===== config.mk =====
export PLATFORM = sky130hd
export DESIGN_NAME = gigatron_cpu
export DESIGN_NICKNAME = d
export VERILOG_FILES = /design/src/rtl/gigatron_cpu.sv
export SDC_FILE = /design/constraint.sdc
export NUM_CORES = 1
export LEC_CHECK = 0
export CAP_MARGIN = 20
export CORE_ASPECT_RATIO = 1.75
export CORE_MARGIN = 5
export CORE_UTILIZATION = 25
export DETAILED_ROUTE_END_ITERATION = 10
export HOLD_SLACK_MARGIN = 0.12
export PLACE_DENSITY_LB_ADDON = 0.2
export RECOVER_POWER = 100
export SKIP_CTS_REPAIR_TIMING = 1
export SYNTH_ARGS = -nofsm -noshare
export SYNTH_HDL_FRONTEND = slang
export SYNTH_SLANG_ARGS = --single-unit

===== constraint.sdc =====
create_clock -name clock -period 5.4 [get_ports clock]
set_clock_uncertainty 0.2 [all_clocks]
set_input_delay 1.08 -clock clock [delete_from_list [all_inputs] [get_ports clock]]
set_output_delay 1.08 -clock clock [all_outputs]
set_load 0.02 [all_outputs]

===== src/rtl/gigatron_cpu.sv =====
// Gigatron-compatible 8-bit Harvard CPU core: fetch into IR/D, execute from IR/D.
// Every instruction takes one clock and every branch has one delay slot.
module gigatron_cpu (
    input  logic        clock,
    input  logic        rst_n,
    output logic [15:0] pc,
    input  logic [15:0] rom_i,
    output logic [15:0] addr_r,
    output logic [15:0] addr_w,
    input  logic [7:0]  data_i,
    output logic [7:0]  data_o,
    output logic        we,
    output logic [7:0]  out,
    output logic [7:0]  outx
);

    localparam logic [2:0] OP_LD  = 3'd0;
    localparam logic [2:0] OP_AND = 3'd1;
    localparam logic [2:0] OP_OR  = 3'd2;
    localparam logic [2:0] OP_XOR = 3'd3;
    localparam logic [2:0] OP_ADD = 3'd4;
    localparam logic [2:0] OP_SUB = 3'd5;
    localparam logic [2:0] OP_ST  = 3'd6;
    localparam logic [2:0] OP_BCC = 3'd7;

    localparam logic [7:0] IR_NOP = 8'h02;

    logic [15:0] pc_q, pc_d;
    logic [7:0]  ir_q, ir_d;
    logic [7:0]  d_q, d_d;
    logic [7:0]  ac_q, ac_d;
    logic [7:0]  x_q, x_d;
    logic [7:0]  y_q, y_d;
    logic [7:0]  out_q, out_d;
    logic [7:0]  outx_q, outx_d;

    logic [2:0]  op;
    logic [2:0]  mode;
    logic [1:0]  bus_sel;
    logic [7:0]  bus_val;
    logic [7:0]  alu;
    logic [15:0] addr;
    logic        is_st;
    logic        is_bcc;
    logic        ac_gt;
    logic        ac_lt;
    logic        ac_eq;
    logic        taken;

    always_comb begin
        op      = ir_q[7:5];
        mode    = ir_q[4:2];
        bus_sel = ir_q[1:0];
        is_st   = (op == OP_ST);
        is_bcc  = (op == OP_BCC);

        // No input port is fitted, so the IN bus source reads as all ones.
        case (bus_sel)
            2'd0:    bus_val = d_q;
            2'd1:    bus_val = data_i;
            2'd2:    bus_val = ac_q;
            default: bus_val = 8'hFF;
        endcase

        if (is_bcc) begin
            addr = {8'h00, d_q};
        end else begin
            case (mode)
                3'd0:    addr = {8'h00, d_q};
                3'd1:    addr = {8'h00, x_q};
                3'd2:    addr = {y_q, d_q};
                3'd3:    addr = {y_q, x_q};
                3'd7:    addr = {y_q, x_q};
                default: addr = {8'h00, d_q};
            endcase
        end

        case (op)
            OP_LD:   alu = bus_val;
            OP_AND:  alu = ac_q & bus_val;
            OP_OR:   alu = ac_q | bus_val;
            OP_XOR:  alu = ac_q ^ bus_val;
            OP_ADD:  alu = ac_q + bus_val;
            OP_SUB:  alu = ac_q - bus_val;
            default: alu = ac_q;
        endcase

        ac_lt = ac_q[7];
        ac_eq = (ac_q == 8'h00);
        ac_gt = !ac_lt && !ac_eq;
        taken = (mode[0] && ac_gt) || (mode[1] && ac_lt) || (mode[2] && ac_eq);
    end

    always_comb begin
        ir_d   = rom_i[7:0];
        d_d    = rom_i[15:8];
        pc_d   = pc_q + 16'd1;
        ac_d   = ac_q;
        x_d    = x_q;
        y_d    = y_q;
        out_d  = out_q;
        outx_d = outx_q;

        if (is_bcc) begin
            // pc_q already points at the delay slot, so near branches stay in its page.
            if (mode == 3'd0) begin
                pc_d = {y_q, bus_val};
            end else if (taken) begin
                pc_d = {pc_q[15:8], bus_val};
            end
        end else begin
            case (mode)
                3'd4: x_d = alu;
                3'd5: y_d = alu;
                3'd6: begin
                    if (!is_st) out_d = alu;
                end
                3'd7: begin
                    if (!is_st) out_d = alu;
                    x_d = x_q + 8'd1;
                end
                default: begin
                    if (!is_st) ac_d = alu;
                end
            endcase
        end

        // Latch the pre-instruction accumulator on the hsync rising edge of OUT.
        if (out_d[6] && !out_q[6]) begin
            outx_d = ac_q;
        end
    end

    always_ff @(posedge clock or negedge rst_n) begin
        if (!rst_n) begin
            pc_q   <= 16'h0000;
            ir_q   <= IR_NOP;
            d_q    <= 8'h00;
            ac_q   <= 8'h00;
            x_q    <= 8'h00;
            y_q    <= 8'h00;
            out_q  <= 8'h00;
            outx_q <= 8'h00;
        end else begin
            pc_q   <= pc_d;
            ir_q   <= ir_d;
            d_q    <= d_d;
            ac_q   <= ac_d;
            x_q    <= x_d;
            y_q    <= y_d;
            out_q  <= out_d;
            outx_q <= outx_d;
        end
    end

    assign pc     = pc_q;
    assign addr_r = addr;
    assign addr_w = addr;
    assign data_o = bus_val;
    assign we     = is_st;
    assign out    = out_q;
    assign outx   = outx_q;

endmodule


==> impl_metrics.prom <==
# TYPE chip_impl_metric gauge
chip_impl_metric{name="grt_pass1_wl",unit="um"} 23400
chip_impl_metric{name="grt_overflow",unit=""} 0
chip_impl_metric{name="critPathMaxStageDelay",unit="ns"} 0.41
chip_impl_metric{name="max_cap_viol_count",unit=""} 1
chip_impl_metric{name="netlist-cell-type-count",unit=""} 64
chip_impl_info{name="crit_path_frequent_cell",value="o21ai_0"} 1
chip_impl_metric{name="netlist_instances",unit=""} 484
chip_impl_metric{name="slew_headroom",unit="%"} -25.6
chip_impl_info{name="min-delay-start",value="out[1]$_DFFE_PN0P_"} 1
chip_impl_info{name="yosys_most_used_dff",value="dfrtp_1"} 1
chip_impl_metric{name="maxSlewViolCount",unit=""} 73
chip_impl_metric{name="timing_worst_slew_pin_value",unit="ns"} 1.88
chip_impl_metric{name="cts.htree.levels",unit=""} 3
chip_impl_metric{name="number_of_antenna_violations_at_the_first_check_in_global_routing",unit=""} 0
chip_impl_info{name="worst_hold_endpoint",value="out[1]$_DFFE_PN0P_"} 1
chip_impl_metric{name="setup_violations",unit=""} 0
chip_impl_metric{name="syn_area_per_cell",unit="um2"} 9.62
chip_impl_metric{name="rr_worst_depth",unit=""} 14
chip_impl_metric{name="critical_path_arrival",unit="ns"} 4.74
chip_impl_info{name="tritoncts",value="done"} 1
chip_impl_metric{name="critPathRequiredTime",unit="ns"} 5.42
chip_impl_info{name="category_of_the_most_critical_setup_path",value="input port to flop"} 1
chip_impl_metric{name="final_util",unit="%"} 32.4
chip_impl_metric{name="die_x",unit="um"} 113
chip_impl_metric{name="maxClockFrequency",unit="GHz"} 0.212
chip_impl_metric{name="place_area",unit="um2"} 5730
chip_impl_metric{name="finalCriticalPeriod",unit="ns"} 4.71
chip_impl_metric{name="worst-path-max-fanout",unit=""} 8
chip_impl_info{name="failing_checks",value="max-capacitance violations, max-slew violations"} 1
chip_impl_metric{name="syn-num-nets",unit=""} 537
chip_impl_info{name="grt_setup_unrepaired",value="false"} 1
chip_impl_metric{name="syn_area",unit="um2"} 4660
chip_impl_metric{name="final_min_period_over_clock_period",unit="%"} 87.3
chip_impl_metric{name="hold_path_depth",unit=""} 1
chip_impl_metric{name="yosys_register_bits",unit=""} 72
chip_impl_metric{name="clk_pin_slew_worst_paths",unit="ns"} 0.06
chip_impl_metric{name="area_growth_syn_to_layout",unit="%"} 28.7
chip_impl_metric{name="timing.final.hold_violations",unit=""} 0
chip_impl_metric{name="final.setup.worst_slack",unit="ns"} 0.685
chip_impl_metric{name="vias",unit=""} 3938
chip_impl_info{name="timing.critical_path.cells",value="clkdlybuf4s50_1 -> mux2_1 -> o22ai_1 -> clkbuf_1 -> inv_1 -> ha_1 -> fa_1 -> nor2b_1 -> o21ai_0 -> a21boi_1 -> o21ai_0 -> mux2i_1 -> a21oi_2 -> nor3b_4 -> mux2_2"} 1
chip_impl_metric{name="dr.first_iter.drc_count",unit=""} 190
chip_impl_metric{name="critical_path.n_buffers_inverters",unit=""} 3
chip_impl_metric{name="drt_drc_violations_left",unit=""} 0
chip_impl_info{name="run_status",value="finished with violations"} 1
chip_impl_metric{name="synth_edf_count",unit=""} 0
chip_impl_info{name="hp-class",value="flop to flop"} 1
chip_impl_metric{name="post-layout-total-power",unit="mW"} 2.51
chip_impl_metric{name="post_route_cells_drive_above_1_share",unit="%"} 13.0
chip_impl_metric{name="fin_nets",unit=""} 617
chip_impl_metric{name="design.die.area",unit="um2"} 21600
chip_impl_metric{name="detail_route.first_pass.iterations",unit=""} 4
chip_impl_metric{name="fp.coreArea",unit="um2"} 18500
chip_impl_metric{name="instances_no_fill",unit=""} 806
chip_impl_metric{name="tritoncts.num_buffers",unit=""} 9
chip_impl_metric{name="routabilityCongestion",unit=""} 0.900
chip_impl_info{name="clock-root-buffer",value="clkbuf_16"} 1
chip_impl_metric{name="r2r_setup_slack",unit="ns"} 1.11
chip_impl_metric{name="cts-root-to-sink-buffers",unit=""} 2
chip_impl_metric{name="starting_density_of_the_core",unit="%"} 25.2
chip_impl_metric{name="numPlacedInstances",unit=""} 790
chip_impl_info{name="worst_r2r_startpoint",value="ir_q[0]$_DFF_PN0_"} 1
chip_impl_metric{name="place_ws",unit="ns"} 0.550
chip_impl_metric{name="wl_per_cell",unit="um"} 18.4
chip_impl_info{name="critPathCaptureType",value="flop"} 1
chip_impl_info{name="crit-reg2reg-capture",value="outx[3]$_DFFE_PN0P_"} 1
chip_impl_metric{name="clk_latency",unit="ns"} 0.34
chip_impl_metric{name="num_rows",unit=""} 66
chip_impl_metric{name="synth-async-reset-ratio",unit="%"} 100
chip_impl_metric{name="grtUsageTotal",unit="%"} 14.0
chip_impl_info{name="critical_path.slowest_cell",value="fa_1"} 1
chip_impl_metric{name="via_count_of_the_first_global_routing_pass",unit=""} 4071
chip_impl_metric{name="die_span_in_y",unit="um"} 191
chip_impl_metric{name="clock_sink_count",unit=""} 72
chip_impl_metric{name="final.hold.worst_slack",unit="ns"} 0.302
chip_impl_metric{name="synth.yosys.seq_area_share",unit="%"} 38.7
chip_impl_metric{name="grt_start_max_net_pins",unit=""} 73
chip_impl_metric{name="leakage",unit="nW"} 2.57
chip_impl_metric{name="route.antenna.remaining_nets",unit=""} 0
chip_impl_info{name="critical_path.startpoint_type",value="input port"} 1
chip_impl_metric{name="final_cell_area",unit="um2"} 5990
chip_impl_metric{name="wirelength",unit="um"} 14900
chip_impl_metric{name="setup_tns",unit="ns"} 0
chip_impl_metric{name="power_per_cell_area",unit="nW/um2"} 419
chip_impl_metric{name="io_buffers",unit=""} 98
chip_impl_metric{name="post_dp_hpwl",unit="um"} 11700
chip_impl_metric{name="antenna-diode-count",unit=""} 0
chip_impl_info{name="crit_family",value="multiplexers"} 1
chip_impl_metric{name="vias_per_cell",unit=""} 4.89
chip_impl_metric{name="fillers",unit=""} 2004
chip_impl_metric{name="boundaryPins",unit=""} 99
chip_impl_metric{name="synth.yosys.warnings",unit=""} 0
chip_impl_metric{name="worst_ir_drop_vdd",unit="mV"} 0.196
## cells by family (layout without fill, tap and decap cells)
group	Yosys count	in the layout	synth area share, %
compound gates	133	133	18.8
xor+xnor	18	18	3.39
fa+ha+maj	27	27	7.42
buf+inv	67	151	8.17
flops	72	72	38.7
mux	37	37	9.48
simple gates	130	130	14.1
## layer usage
metal  share of wire (%)  vias up  GRT usage [%]
met5                   0        -              0
met2                  51      121           24.0
met1                  39     1908           15.5
li1                    -     1869              -
met3                 4.1       40           2.67
met4                 6.5        0           9.76
## how the worst max path moves through the flow
stage                           to  slack (ns)  depth (start not counted)      start
6_report       outx[3]$_DFFE_PN0P_        0.69                         15  data_i[0]
3_5_place_dp   outx[3]$_DFFE_PN0P_        0.55                         15  data_i[1]
2_1_floorplan  outx[0]$_DFFE_PN0P_        1.15                         14  data_i[1]
4_1_cts        outx[3]$_DFFE_PN0P_        0.90                         15  data_i[1]
3_3_place_gp   outx[4]$_DFFE_PN0P_        0.64                         15  data_i[1]
5_1_grt        outx[3]$_DFFE_PN0P_        0.33                         15  data_i[0]
## registers in the layout, summed over array words and instances (netlist names)
name  count
ac_q      8
d_q       8
ir_q      8
out       8
outx      8
pc       16
x_q       8
y_q       8
## synthesized netlist by cell type (12+ instances only)
cell type | n | area (um2)
dfrtp_1 | 71 | 1780
o21ai_0 | 43 | 215
nand2_1 | 35 | 131
nor2_1 | 31 | 116
a21oi_1 | 28 | 140
inv_1 | 27 | 101
ha_1 | 26 | 325
mux2_2 | 24 | 270
buf_4 | 17 | 128
nand3_1 | 16 | 80.1
xnor2_1 | 13 | 114
clkbuf_1 | 12 | 45.0
## cell usage in the layout (no fill, tap or decap), types with 2 or more instances in the layout
master,count
a32oi_1,3
o22ai_2,5
a21oi_2,2
nand2_1,35
a31oi_1,11
mux2_2,24
and2_1,9
clkbuf_16,9
nor3_1,4
inv_1,27
nor2_1,31
o22a_1,5
nand3_1,16
a21o_1,2
dlygate4sd3_1,87
xor2_1,5
dfrtp_1,71
xnor2_1,13
nor4_1,4
nand2b_1,5
o21bai_1,2
nor2b_1,3
a22oi_1,4
mux2i_1,4
o22ai_1,4
a21oi_1,29
o21ai_0,47
clkbuf_8,2
o31ai_1,2
or3_1,2
and3_1,11
o211ai_1,2
mux2_1,4
mux2_4,4
buf_4,8
ha_1,26
clkdlybuf4s50_1,10
o221ai_1,3
clkinvlp_4,2
## cell type report
cell class,count,area [um2],share of cell area (%)
timing repair buffer,108,1050,17.5
tap,238,298,4.97
sequential,72,1800,30.1
clock inverter,4,28.8,0.480
inverter,28,105,1.75
multi-input combinational,345,2460,41.0
clock buffer,11,253,4.22
## power by group
part	leakage [nW]	switching, mW	internal, mW
Combinational	1.59	0.581	0.474
Clock	0.134	0.238	0.334
Sequential	0.846	0.186	0.701
Note: power is estimated with default switching activity, not from simulation.
